===== config.mk =====
export PLATFORM = sky130hd
export DESIGN_NAME = multicycle_ctrl_flat
export DESIGN_NICKNAME = d
export VERILOG_FILES = /design/src/rtl/multicycle_ctrl_if.sv /design/src/rtl/multicycle_ctrl.sv /design/src/flat_wrapper.sv
export SDC_FILE = /design/constraint.sdc
export NUM_CORES = 1
export LEC_CHECK = 0
export CORE_MARGIN = 2
export CORE_UTILIZATION = 40
export DETAILED_ROUTE_END_ITERATION = 8
export HOLD_SLACK_MARGIN = 0.06
export PLACE_DENSITY = 0.79
export SLEW_MARGIN = 20
export SYNTH_ARGS = -nofsm -noshare
export SYNTH_HDL_FRONTEND = slang
export SYNTH_SLANG_ARGS = --single-unit
export TNS_END_PERCENT = 100

===== constraint.sdc =====
create_clock -name clk -period 2.3 [get_ports clk]
set_clock_uncertainty 0.05 [all_clocks]
set_input_delay 0.23 -clock clk [delete_from_list [all_inputs] [get_ports clk]]
set_output_delay 0.23 -clock clk [all_outputs]
set_load 0.01 [all_outputs]

===== src/rtl/multicycle_ctrl_if.sv =====
// Bundle of control-side signals for multicycle_ctrl: instruction/data memory
// handshakes, datapath strobes, operand-B mux controls and debug status.
//
// Handshake rule for both memory ports: the controller raises *_req and holds
// it (and dmem_we) steady until it samples the matching *_ready high on a
// rising clock edge; the request drops in the following cycle. *_ready is
// ignored whenever the matching request is low.
interface multicycle_ctrl_if;
   logic [31:0] instr;
   logic        imem_req;
   logic        imem_ready;
   logic        dmem_req;
   logic        dmem_we;
   logic        dmem_ready;
   logic        ir_we;
   logic        pc_we;
   logic        rf_we;
   logic        wb_sel;
   logic        alu_src_sel;
   logic [11:0] imm12;
   logic [3:0]  alu_op;
   logic        illegal;
   logic [2:0]  state;

   // Controller side.
   modport master (
      input  instr, imem_ready, dmem_ready,
      output imem_req, dmem_req, dmem_we, ir_we, pc_we, rf_we, wb_sel,
             alu_src_sel, imm12, alu_op, illegal, state
   );

   // Memory / datapath side.
   modport slave (
      output instr, imem_ready, dmem_ready,
      input  imem_req, dmem_req, dmem_we, ir_we, pc_we, rf_we, wb_sel,
             alu_src_sel, imm12, alu_op, illegal, state
   );
endinterface


===== src/rtl/multicycle_ctrl.sv =====
// Multi-cycle control FSM for an RV32I subset (R-type ALU, I-type ALU, LW,
// SW). Sequences fetch/decode/execute/memory/writeback, owns a private copy
// of the IR and registers the operand-B mux controls during DECODE so they
// stay stable through EXEC, MEM and WB. Unsupported encodings park the FSM
// in TRAP until reset.
module multicycle_ctrl (
   input  logic              clk,
   input  logic              rst,
   multicycle_ctrl_if.master bus
);

   typedef enum logic [2:0] {
      S_IDLE   = 3'd0,
      S_FETCH  = 3'd1,
      S_DECODE = 3'd2,
      S_EXEC   = 3'd3,
      S_MEM    = 3'd4,
      S_WB     = 3'd5,
      S_TRAP   = 3'd6
   } state_t;

   typedef enum logic [1:0] {
      C_R  = 2'd0,
      C_I  = 2'd1,
      C_LW = 2'd2,
      C_SW = 2'd3
   } cls_t;

   state_t      r_state;
   state_t      w_next;
   logic [31:0] r_ir;
   cls_t        r_cls;
   logic        r_alu_src_sel;
   logic [3:0]  r_alu_op;
   logic [11:0] r_imm12;

   logic [6:0]  w_opcode;
   logic [2:0]  w_funct3;
   logic [6:0]  w_funct7;
   logic        w_legal;
   cls_t        w_cls;
   logic        w_src;
   logic [3:0]  w_op;
   logic [11:0] w_imm;

   assign w_opcode = r_ir[6:0];
   assign w_funct3 = r_ir[14:12];
   assign w_funct7 = r_ir[31:25];

   // Decode the held IR into class, operand-B select, ALU op and immediate.
   always_comb begin
      w_legal = 1'b0;
      w_cls   = C_R;
      w_src   = 1'b0;
      w_op    = 4'd0;
      w_imm   = r_ir[31:20];
      case (w_opcode)
         7'b0110011: begin
            w_cls   = C_R;
            w_src   = 1'b1;
            w_op    = {w_funct7[5], w_funct3};
            // Only ADD/SUB and SRL/SRA have an alternate funct7 encoding.
            w_legal = (w_funct7 == 7'b0000000) ||
                      ((w_funct7 == 7'b0100000) &&
                       ((w_funct3 == 3'b000) || (w_funct3 == 3'b101)));
         end
         7'b0010011: begin
            w_cls = C_I;
            w_op  = {(w_funct3 == 3'b101) & w_funct7[5], w_funct3};
            case (w_funct3)
               3'b001:  w_legal = (w_funct7 == 7'b0000000);
               3'b101:  w_legal = (w_funct7 == 7'b0000000) ||
                                  (w_funct7 == 7'b0100000);
               default: w_legal = 1'b1;
            endcase
         end
         7'b0000011: begin
            w_cls   = C_LW;
            w_legal = (w_funct3 == 3'b010);
         end
         7'b0100011: begin
            w_cls   = C_SW;
            w_imm   = {r_ir[31:25], r_ir[11:7]};
            w_legal = (w_funct3 == 3'b010);
         end
         default: w_legal = 1'b0;
      endcase
   end

   // State register.
   always_ff @(posedge clk or posedge rst) begin
      if (rst) r_state <= S_IDLE;
      else     r_state <= w_next;
   end

   // Capture the instruction word in the cycle the fetch completes.
   always_ff @(posedge clk or posedge rst) begin
      if (rst)                                         r_ir <= 32'd0;
      else if ((r_state == S_FETCH) && bus.imem_ready) r_ir <= bus.instr;
   end

   // Decode fields change only at the end of a legal DECODE cycle.
   always_ff @(posedge clk or posedge rst) begin
      if (rst) begin
         r_cls         <= C_R;
         r_alu_src_sel <= 1'b0;
         r_alu_op      <= 4'd0;
         r_imm12       <= 12'd0;
      end else if ((r_state == S_DECODE) && w_legal) begin
         r_cls         <= w_cls;
         r_alu_src_sel <= w_src;
         r_alu_op      <= w_op;
         r_imm12       <= w_imm;
      end
   end

   // Next-state and strobe/request decode from the registered state.
   always_comb begin
      w_next       = r_state;
      bus.imem_req = 1'b0;
      bus.ir_we    = 1'b0;
      bus.dmem_req = 1'b0;
      bus.dmem_we  = 1'b0;
      bus.pc_we    = 1'b0;
      bus.rf_we    = 1'b0;
      bus.wb_sel   = 1'b0;
      bus.illegal  = 1'b0;
      case (r_state)
         S_IDLE:   w_next = S_FETCH;
         S_FETCH: begin
            bus.imem_req = 1'b1;
            if (bus.imem_ready) begin
               bus.ir_we = 1'b1;
               w_next    = S_DECODE;
            end
         end
         S_DECODE: w_next = w_legal ? S_EXEC : S_TRAP;
         S_EXEC:   w_next = ((r_cls == C_LW) || (r_cls == C_SW)) ? S_MEM : S_WB;
         S_MEM: begin
            bus.dmem_req = 1'b1;
            bus.dmem_we  = (r_cls == C_SW);
            if (bus.dmem_ready) begin
               // A store retires here; a load still needs its writeback.
               bus.pc_we = (r_cls == C_SW);
               w_next    = (r_cls == C_SW) ? S_FETCH : S_WB;
            end
         end
         S_WB: begin
            bus.rf_we  = 1'b1;
            bus.pc_we  = 1'b1;
            bus.wb_sel = (r_cls == C_LW);
            w_next     = S_FETCH;
         end
         S_TRAP: begin
            bus.illegal = 1'b1;
            w_next      = S_TRAP;
         end
         default:  w_next = S_IDLE;
      endcase
   end

   assign bus.state       = r_state;
   assign bus.alu_src_sel = r_alu_src_sel;
   assign bus.alu_op      = r_alu_op;
   assign bus.imm12       = r_imm12;

endmodule


===== src/flat_wrapper.sv =====
// flat-port wrapper written by rule: the top's interface ports become plain ports
module multicycle_ctrl_flat 
  (clk, rst, bus_instr, bus_imem_ready, bus_dmem_ready, bus_imem_req, bus_dmem_req, bus_dmem_we, bus_ir_we, bus_pc_we, bus_rf_we, bus_wb_sel, bus_alu_src_sel, bus_imm12, bus_alu_op, bus_illegal, bus_state);
  multicycle_ctrl_if bus_i ();
  input  logic clk;
  input  logic rst;
  input wire logic [$bits(bus_i.instr)-1:0] bus_instr;
  input wire logic [$bits(bus_i.imem_ready)-1:0] bus_imem_ready;
  input wire logic [$bits(bus_i.dmem_ready)-1:0] bus_dmem_ready;
  output wire logic [$bits(bus_i.imem_req)-1:0] bus_imem_req;
  output wire logic [$bits(bus_i.dmem_req)-1:0] bus_dmem_req;
  output wire logic [$bits(bus_i.dmem_we)-1:0] bus_dmem_we;
  output wire logic [$bits(bus_i.ir_we)-1:0] bus_ir_we;
  output wire logic [$bits(bus_i.pc_we)-1:0] bus_pc_we;
  output wire logic [$bits(bus_i.rf_we)-1:0] bus_rf_we;
  output wire logic [$bits(bus_i.wb_sel)-1:0] bus_wb_sel;
  output wire logic [$bits(bus_i.alu_src_sel)-1:0] bus_alu_src_sel;
  output wire logic [$bits(bus_i.imm12)-1:0] bus_imm12;
  output wire logic [$bits(bus_i.alu_op)-1:0] bus_alu_op;
  output wire logic [$bits(bus_i.illegal)-1:0] bus_illegal;
  output wire logic [$bits(bus_i.state)-1:0] bus_state;
  assign bus_i.instr = bus_instr;
  assign bus_i.imem_ready = bus_imem_ready;
  assign bus_i.dmem_ready = bus_dmem_ready;
  assign bus_imem_req = bus_i.imem_req;
  assign bus_dmem_req = bus_i.dmem_req;
  assign bus_dmem_we = bus_i.dmem_we;
  assign bus_ir_we = bus_i.ir_we;
  assign bus_pc_we = bus_i.pc_we;
  assign bus_rf_we = bus_i.rf_we;
  assign bus_wb_sel = bus_i.wb_sel;
  assign bus_alu_src_sel = bus_i.alu_src_sel;
  assign bus_imm12 = bus_i.imm12;
  assign bus_alu_op = bus_i.alu_op;
  assign bus_illegal = bus_i.illegal;
  assign bus_state = bus_i.state;
  multicycle_ctrl u_core (.clk(clk), .rst(rst), .bus(bus_i));
endmodule

-- Yosys cells after proc, flatten, opt, wreduce, memory -nomap -nowiden
Index checks and enable logic that the tools add are counted.
- equal/unequal tests: 18
- mux-type cells: 22
- bitwise gates (word level): 1
- reduce and logical (&&, ||, !) cells: 13
- operators with widths (kind ; number):
    7-bit by 6-bit == test with 1-bit output, second input constant ; 3
    3-bit one-hot mux with 6 select lines ; 1
    3-bit == test, second input constant ; 4
    3-bit two-way mux ; 4
    1-bit two-way mux ; 11
    3-bit by 2-bit == test with 1-bit output, second input constant ; 3
    4-bit one-hot mux with 2 select lines ; 1
    7-bit by 2-bit == test with 1-bit output, second input constant ; 1
    7-bit by 5-bit == test with 1-bit output, second input constant ; 1
    7-bit logical NOT ; 1
    3-bit by 1-bit == test with 1-bit output, second input constant ; 2
    3-bit logical NOT ; 2
    2-bit one-hot mux with 3 select lines ; 1
    5-bit two-way mux ; 1
    2-bit == test, second input constant ; 2
    1-bit logical OR ; 4
    2-bit != test, second input constant ; 2
    1-bit one-hot mux with 2 select lines ; 2
    2-bit OR reduction ; 2
    1-bit logical AND ; 3
    1-bit one-hot mux with 3 select lines ; 1
    2-bit AND reduction ; 1
    1-bit bitwise AND ; 1
- register bits: 54
- bits of input ports: 36
- word-level logic and storage cells: 60

-- Logic depth before layout (Yosys ltp)
Gate-level depths: netlist of the first run.
- depth after elaboration: 7
- depth in mapped cells: 7
- depth with buffers taken out: 5

-- Worst setup path before layout of the first run
OpenSTA, ideal clock, no wires.
- kind: reg-to-reg
- from: register u_core.r_state[1] (netlist: u_core.bus.state[1])
- to: register u_core.r_ir[10]
- library setup time: 0.127 ns
- arrival: 1.941 ns
- path slack: 0.182 ns
- cell stages (with the launch flop): 7
- buffers on the path: 3
- period minus slack after synthesis: 2.118 ns
- cell sequence: dfrtp_1 > buf_2 > nor3_1 > and2_1 > clkbuf_1 > clkbuf_1 > mux2_1
- longest elaborated chain between the ends: 2
- RTL lines (item ; line ; text):
    start, declared ; multicycle_ctrl.sv:29 ; state_t r_state;
    start signal, assigned ; multicycle_ctrl.sv:93 ; else r_state <= w_next;
    3-bit by 1-bit == test with 1-bit output ; multicycle_ctrl.sv:99 ; else if ((r_state == S_FETCH) && bus.imem_ready) r_ir <= bus.instr;
    1-bit logical AND ; multicycle_ctrl.sv:99 ;
    end signal, assigned ; multicycle_ctrl.sv:99 ;
    end, declared ; multicycle_ctrl.sv:31 ; logic [31:0] r_ir;
Every way passes these cells.
A chain may end at the register's enable or synchronous reset.

-- Worst setup path in the final report of the first run
- from: register u_core.r_state[1] (netlist: u_core.bus.state[1])
- to: output bus_ir_we
- longest elaborated chain between the ends: 2
- RTL lines (item ; line ; text):
    3-bit by 1-bit == test with 1-bit output ; multicycle_ctrl.sv:128 ; case (r_state)
    1-bit two-way mux ; multicycle_ctrl.sv:128 ;
    end, declared ; flat_wrapper.sv:13 ; output wire logic [$bits(bus_i.ir_we)-1:0] bus_ir_we;
Every way passes these cells.

==> results of run 1 <==
## layout make-up
cell class	count	share of cell area
timing repair buffer	68	0.219
inverter	9	0.0113
tap	70	0.0293
clock buffer	7	0.0288
multi-input combinational	101	0.301
sequential	49	0.410
## state kept, by name, indices dropped and copies added (netlist names)
register	count
u_core.bus.alu_src_sel	1
u_core.r_cls	2
u_core.bus.state	3
u_core.bus.imm12	12
u_core.bus.alu_op	4
u_core.r_ir	27
## Yosys cell counts, types with 2 or more instances
master    instances
nor3b_1           5
mux2_2            5
o21a_1            2
a21o_1            2
nand2_1           8
dfrtp_1          49
buf_2             3
mux2i_1           3
o21ai_0           3
nand3_1           3
nand2b_1          2
nor2_1            6
mux2_1           41
and3_1            2
clkbuf_1          3
inv_1             8
## cells in the final DEF, fill, tap and decap left out, types with 2 or more instances in the layout
master            n
a21o_1            2
nor2_1            6
mux2_2            5
inv_1             7
buf_4            10
mux2_1           41
dfrtp_1          48
mux2i_1           3
nor4_2            2
o21a_1            2
clkdlybuf4s50_1  58
and3_1            2
clkbuf_8          6
o21ai_0           3
nand2_1           8
nand2b_1          2
nand3_1           3
nor3b_1           2
nor3b_2           3
inv_2             2
## layer usage
layer / GRT usage / part of all wire / up-vias
met3: 0.0384 / 0.046 / 6
met1: 0.198 / 0.47 / 727
met4: 0.0429 / 0.011 / 0
li1: - / - / 723
met2: 0.238 / 0.47 / 38
met5: 0 / 0 / -
## what timing repair did
| action | in CTS | in global routing |
|---|---|---|
| gates resized for setup | 0 | 7 |
| setup buffers | 0 | 0 |
| endpoints found under the setup margin | 0 | 22 |
## cell families (layout without fill, tap and decap cells)
kind of cell | after synthesis | count (layout)
compound gates | 16 | 16
simple gates | 35 | 35
xor+xnor | 1 | 1
mux | 49 | 49
buf+inv | 16 | 84
flops | 49 | 49
## worst register-to-register path, cell delays in order (launching register included)
cell and delay (ns):
dfrtp_1 0.39, and4bb_2 0.35, nand3b_1 0.19, o41ai_2 0.47, nor2_4 0.20, mux2_1 0.36
## worst paths after layout
path | endpoint | slack (ns) | cells past startpoint
min in group clk | u_core.r_ir[7]$_DFFE_PP0P_ | 0.44 | 1
min reg2reg | u_core.r_ir[7]$_DFFE_PP0P_ | 0.44 | 1
max reg2reg | u_core.bus.imm12[3]$_DFFE_PP0P_ | 0.17 | 5
min | u_core.r_ir[23]$_DFFE_PP0P_ | 0.36 | 3
max | bus_ir_we | 0.16 | 4
max in group asynchronous | u_core.bus.state[0]$_DFFE_PP0P_ | 1.40 | 3
## power by group through the flow
stage / Clock [W] / Combinational, W / Sequential [W]
3_5_place_dp: 0 / 0.00104 / 0.00138
2_1_floorplan: 0 / 0.000616 / 0.00136
3_3_place_gp: 0 / 0.00102 / 0.00137
4_1_cts: 0.000513 / 0.00105 / 0.00137
5_1_grt: 0.000568 / 0.00115 / 0.00141
6_report: 0.000498 / 0.00104 / 0.00137
## metrics by stage
stage | power (W) | setup slack [ns] | hold WS (ns) | util
2_1_floorplan | 0.00197 | 0.182 | 0.302 | -
3_3_place_gp | 0.00239 | 0.0688 | 0.411 | 0.556
3_5_place_dp | 0.00243 | 0.0458 | 0.422 | 0.556
4_1_cts | 0.00292 | 0.0253 | 0.384 | 0.573
5_1_grt | 0.00313 | -0.0213 | 0.425 | 0.579
6_report | 0.00291 | 0.161 | 0.358 | 0.579
==> impl_metrics.env, run 1 <==
export IMPL_status="complete, no violations"
export IMPL_nFillCells=440
export IMPL_grt_pass1_vias=1480
export IMPL_arrival_ns=1.86
export IMPL_post_route_cells_drive_above_1_share=0.141
export IMPL_synthAdderAreaFrac=0
export IMPL_viasPerCell=4.91
export IMPL_power_frac_clock=0.171
export IMPL_root_buffer="clkbuf_8"
export IMPL_ant_nets=0
export IMPL_cts_tree="built"
export IMPL_r2r_start="u_core.r_ir[2]$_DFFE_PP0P_"
export IMPL_grt_overflow=0
export IMPL_synth_xor_area_share=0.00403
export IMPL_worst_pin_slew_ns=0.613
export IMPL_num_vias=1494
export IMPL_synth_area_um2=2170
export IMPL_worstSetupStartpoint="u_core.bus.state[1]$_DFFE_PP0P_"
export IMPL_cts_hold_buffers_added=0
export IMPL_drc=0
export IMPL_grt_max_degree=50
export IMPL_io_pins=64
export IMPL_p_seq_frac=0.471
export IMPL_fin_cells=304
export IMPL_hold_path_class="in -> async"
export IMPL_slew_headroom=0.591
export IMPL_syn_inst=166
export IMPL_clkTransAtPathRegs_ns=0.08
export IMPL_n_antenna_cell=0
export IMPL_numCtsBuffers=5
export IMPL_dpl_cell_area_um2=2880
export IMPL_dr_pass1_iters=4
export IMPL_area_growth_pct=37.8
export IMPL_intPower_w=0.00201
export IMPL_switchingPower_w=0.000905
export IMPL_critPathSlowestCell="clkdlybuf4s50_1"
export IMPL_yosys_warnings=0
export IMPL_dp_cells=297
export IMPL_path_cells="buf_4, nor3_1, and2_2, clkdlybuf4s50_1"
export IMPL_seq_area_frac_synth=0.565
export IMPL_end_kind="output pin"
export IMPL_min_period_ns=2.14
export IMPL_rows=26
export IMPL_grt_pass1_wl_mm=7.08
export IMPL_die_w_um=77.7
export IMPL_max_stage_delay_ns=0.55
export IMPL_routed_wl_mm=4.19
export IMPL_hpwlAfterDp_mm=3.05
export IMPL_dieArea_um2=6040
export IMPL_max_cap_viol_count=0
export IMPL_chipHeight_um=77.7
export IMPL_clk_path_buf_depth=2
export IMPL_drtIter0Drc=139
export IMPL_path_delay_family="buffers and inverters"
export IMPL_worstSkewPairLatency_ns=0.30
export IMPL_gp_congestion=0.744
export IMPL_fmax_ghz=0.468
export IMPL_synth_fp_nets=202
export IMPL_ys_ff_latch=49
export IMPL_start_util=0.420
export IMPL_nets=270
export IMPL_grt_use_total=0.148
export IMPL_fin_setup_tns_ns=0
export IMPL_synthSimpleGateAreaFrac=0.0927
export IMPL_worstSetupPathType="reg -> out"
export IMPL_cp_max_fo=10
export IMPL_vdd_drop_max_uv=597
export IMPL_comb_power_share=0.358
export IMPL_period_share=0.930
export IMPL_wl_per_cell_um=13.8
export IMPL_cts_max_level=2
export IMPL_path_buf_inv=2
export IMPL_synth_top_family_by_area="multiplexers"
export IMPL_port_buffers=58
export IMPL_ff_latch_area_um2=1230
export IMPL_fin_area_um2=2990
export IMPL_avgSynthCellArea_um2=13.1
export IMPL_coreArea_um2=5170
export IMPL_power_leakage_nw=1.33
export IMPL_cts_sinks=49
export IMPL_ys_types=37
export IMPL_ys_flop_type="dfrtp_1"
export IMPL_netlist_area_leader_share=0.565
export IMPL_synth_edf_count=0
export IMPL_cp_required_ns=2.02
export IMPL_setup_violations=0
export IMPL_drv_slew=0
export IMPL_start_kind="register"
export IMPL_p_per_area_nw_per_um2=973
export IMPL_grt_antenna_before_repair=0
export IMPL_ys_async_sr_fraction=1.00
export IMPL_sw_frac_of_total=0.311
export IMPL_synth_compound_area_frac=0.0536
export IMPL_synth_top_cell_by_area="dfrtp_1"
export IMPL_synth_area_mux_share=0.252
export IMPL_synthTopCellsByArea="dfrtp_1 (56%), mux2_1 (21%), mux2_2 (2.6%)"
export IMPL_hold_violations=0
export IMPL_multi_input_area_um2=902
No activity file was read; power rests on OpenSTA's default activity.
==> inputs of run 2 (changes only) <==
PLACE_DENSITY = 0.82   (was 0.79)
clock period = 1.8 ns   (was 2.3 ns; I/O delays follow)
==> impl_metrics.env, run 2 (synthesized netlist as in run 1, its figures left out) <==
export IMPL_chipHeight_um=77.7
export IMPL_fmax_ghz=0.483
export IMPL_comb_power_share=0.427
export IMPL_max_stage_delay_ns=0.43
export IMPL_grt_use_total=0.178
export IMPL_die_w_um=77.7
export IMPL_sw_frac_of_total=0.314
export IMPL_cts_tree="built"
export IMPL_power_frac_clock=0.182
export IMPL_largest_reg_flops=27
export IMPL_start_util=0.420
export IMPL_hold_violations=0
export IMPL_grt_pass1_wl_mm=8.40
export IMPL_ff2ff_path_depth=7
export IMPL_numCtsBuffers=5
export IMPL_hpwlAfterDp_mm=3.42
export IMPL_grt_max_degree=50
export IMPL_multi_input_area_um2=1040
export IMPL_clk_path_buf_depth=2
export IMPL_path_cells="buf_6, nor3b_4, inv_2, o41ai_4, buf_6, nor2_4, mux2_4"
export IMPL_path_buf_inv=3
export IMPL_drtIter0Drc=95
export IMPL_fin_setup_tns_ns=-4.53
export IMPL_grt_pass1_vias=1742
export IMPL_power_leakage_nw=1.64
export IMPL_setup_ws_ns=-0.269
export IMPL_worst_pin_slew_ns=0.367
export IMPL_drv_slew=0
export IMPL_p_seq_frac=0.391
export IMPL_root_buffer="clkbuf_8"
export IMPL_rsz0062_at_grt="yes"
export IMPL_grt_antenna_before_repair=0
export IMPL_top_register="u_core.r_ir"
export IMPL_intPower_w=0.00306
export IMPL_critPathSlowestCell="dfrtp_2"
export IMPL_switchingPower_w=0.00140
export IMPL_cp_depth=7
export IMPL_min_period_ns=2.07
export IMPL_post_route_cells_drive_above_1_share=0.347
export IMPL_cp_max_fo=8
export IMPL_nets=306
export IMPL_path_delay_family="flip-flops"
export IMPL_dp_slack_ns=-0.261
export IMPL_worstSkewPairLatency_ns=0.30
export IMPL_mostFrequentLayoutCells="clkdlybuf4s50_1 (49), dfrtp_1 (48), buf_4 (36)"
export IMPL_n_antenna_cell=0
export IMPL_setup_violations=20
export IMPL_rows=26
export IMPL_dieArea_um2=6040
export IMPL_coreArea_um2=5170
export IMPL_status="finished with violations"
export IMPL_mostFrequentLayoutCell="clkdlybuf4s50_1"
export IMPL_p_per_area_nw_per_um2=1300
export IMPL_viasPerCell=5.03
export IMPL_max_cap_viol_count=0
export IMPL_arrival_ns=2.21
export IMPL_drc=0
export IMPL_grt_overflow=0
export IMPL_port_buffers=58
export IMPL_end_kind="register"
export IMPL_cts_sinks=49
export IMPL_start_kind="register"
export IMPL_worstSetupPathType="reg -> reg"
export IMPL_power_total_w=0.00446
export IMPL_dr_pass1_iters=4
export IMPL_slew_headroom=0.755
export IMPL_gp_congestion=0.770
export IMPL_wl_per_cell_um=15.7
export IMPL_nFillCells=380
export IMPL_violations="negative setup slack"
export IMPL_io_pins=64
export IMPL_cp_required_ns=1.94
export IMPL_period_share=1.15
export IMPL_ff_latch_area_um2=1230
export IMPL_ant_nets=0
export IMPL_cpMostUsedCell="buf_6"
export IMPL_hold_path_class="in -> async"
export IMPL_area_growth_pct=58.3
export IMPL_routed_wl_mm=5.34
export IMPL_num_vias=1716
export IMPL_vdd_drop_max_uv=690
export IMPL_clkTransAtPathRegs_ns=0.09
export IMPL_cts_max_level=2
## run 2: cell count changes in the layout (fill, tap and decap cells not counted), sizes merged
cell	delta
dlygate4sd2	+3
clkdlybuf4s50	-9
nor2	+2
dlymetal6s2s	+1
buf	+36
bufinv	+1
clkbuf	+3
## run 2: final timing paths
path | start | to | slack, ns
worst max register to register | u_core.bus.state[0]$_DFFE_PP0P_ | u_core.bus.alu_op[2]$_DFFE_PP0P_ | -0.27
worst min-delay path | rst | u_core.r_ir[23]$_DFFE_PP0P_ | 0.18
worst min register to register | u_core.r_ir[21]$_DFFE_PP0P_ | u_core.r_ir[21]$_DFFE_PP0P_ | 0.43
max in group asynchronous | rst | u_core.bus.state[0]$_DFFE_PP0P_ | 1.29
worst max-delay path | u_core.bus.state[0]$_DFFE_PP0P_ | u_core.bus.alu_op[2]$_DFFE_PP0P_ | -0.27
min in group clk | bus_instr[14] | u_core.r_ir[14]$_DFFE_PP0P_ | 0.39
## run 2: area by class of cell
type,instances,area share
Timing Repair Buffer,102,0.271
Tap cell,70,0.0255
Multi-Input combinational cell,103,0.302
Clock inverter,1,0.00873
Clock buffer,7,0.0251
Inverter,9,0.00983
Sequential cell,49,0.357
## run 2: routing by layer
metal,wire [um],track usage,vias up
met3,231,0.0337,9
met2,2790,0.298,59
li1,-,-,795
met4,57,0.0500,0
met1,2260,0.235,853
met5,0,0,-
## run 2: worst min-delay path: cells and delay by family
| family | cells | cell delay, ns |
|---|---|---|
| buffers and inverters | 3 | 0.73 |
## run 2: power by group through the flow
stage / sequential, W / clock, W / combinational (W)
4_1_cts: 0.00173 / 0.000815 / 0.00179
5_1_grt: 0.00179 / 0.000877 / 0.00207
3_5_place_dp: 0.00177 / 0 / 0.00162
3_3_place_gp: 0.00175 / 0 / 0.00157
6_report: 0.00175 / 0.000810 / 0.00191
2_1_floorplan: 0.00175 / 0 / 0.000850
## run 2: timing repair
action | CTS | global route
pin swaps | 6 | 8
setup buffers | 6 | 8
hold buffers | 0 | 0
cloned | 2 | 0
setup endpoints to repair | 37 | 24
resized for setup | 30 | 24
## run 2: metrics by stage
stage | instances | utilization | hold slack, ns | cell area (um^2)
floorplan | 166 | - | 0.252 | 2230
global placement | 317 | 0.596 | 0.410 | 3080
detailed placement | 317 | 0.596 | 0.420 | 3080
CTS | 333 | 0.646 | 0.190 | 3340
global route | 341 | 0.665 | 0.218 | 3440
finish | 341 | 0.665 | 0.182 | 3440
==> inputs of run 3 (changes only) <==
GPL_ROUTABILITY_DRIVEN = 1   (was default)
==> results of run 3 <==
The final DEF is identical to that of run 2; final timing and power are the same.
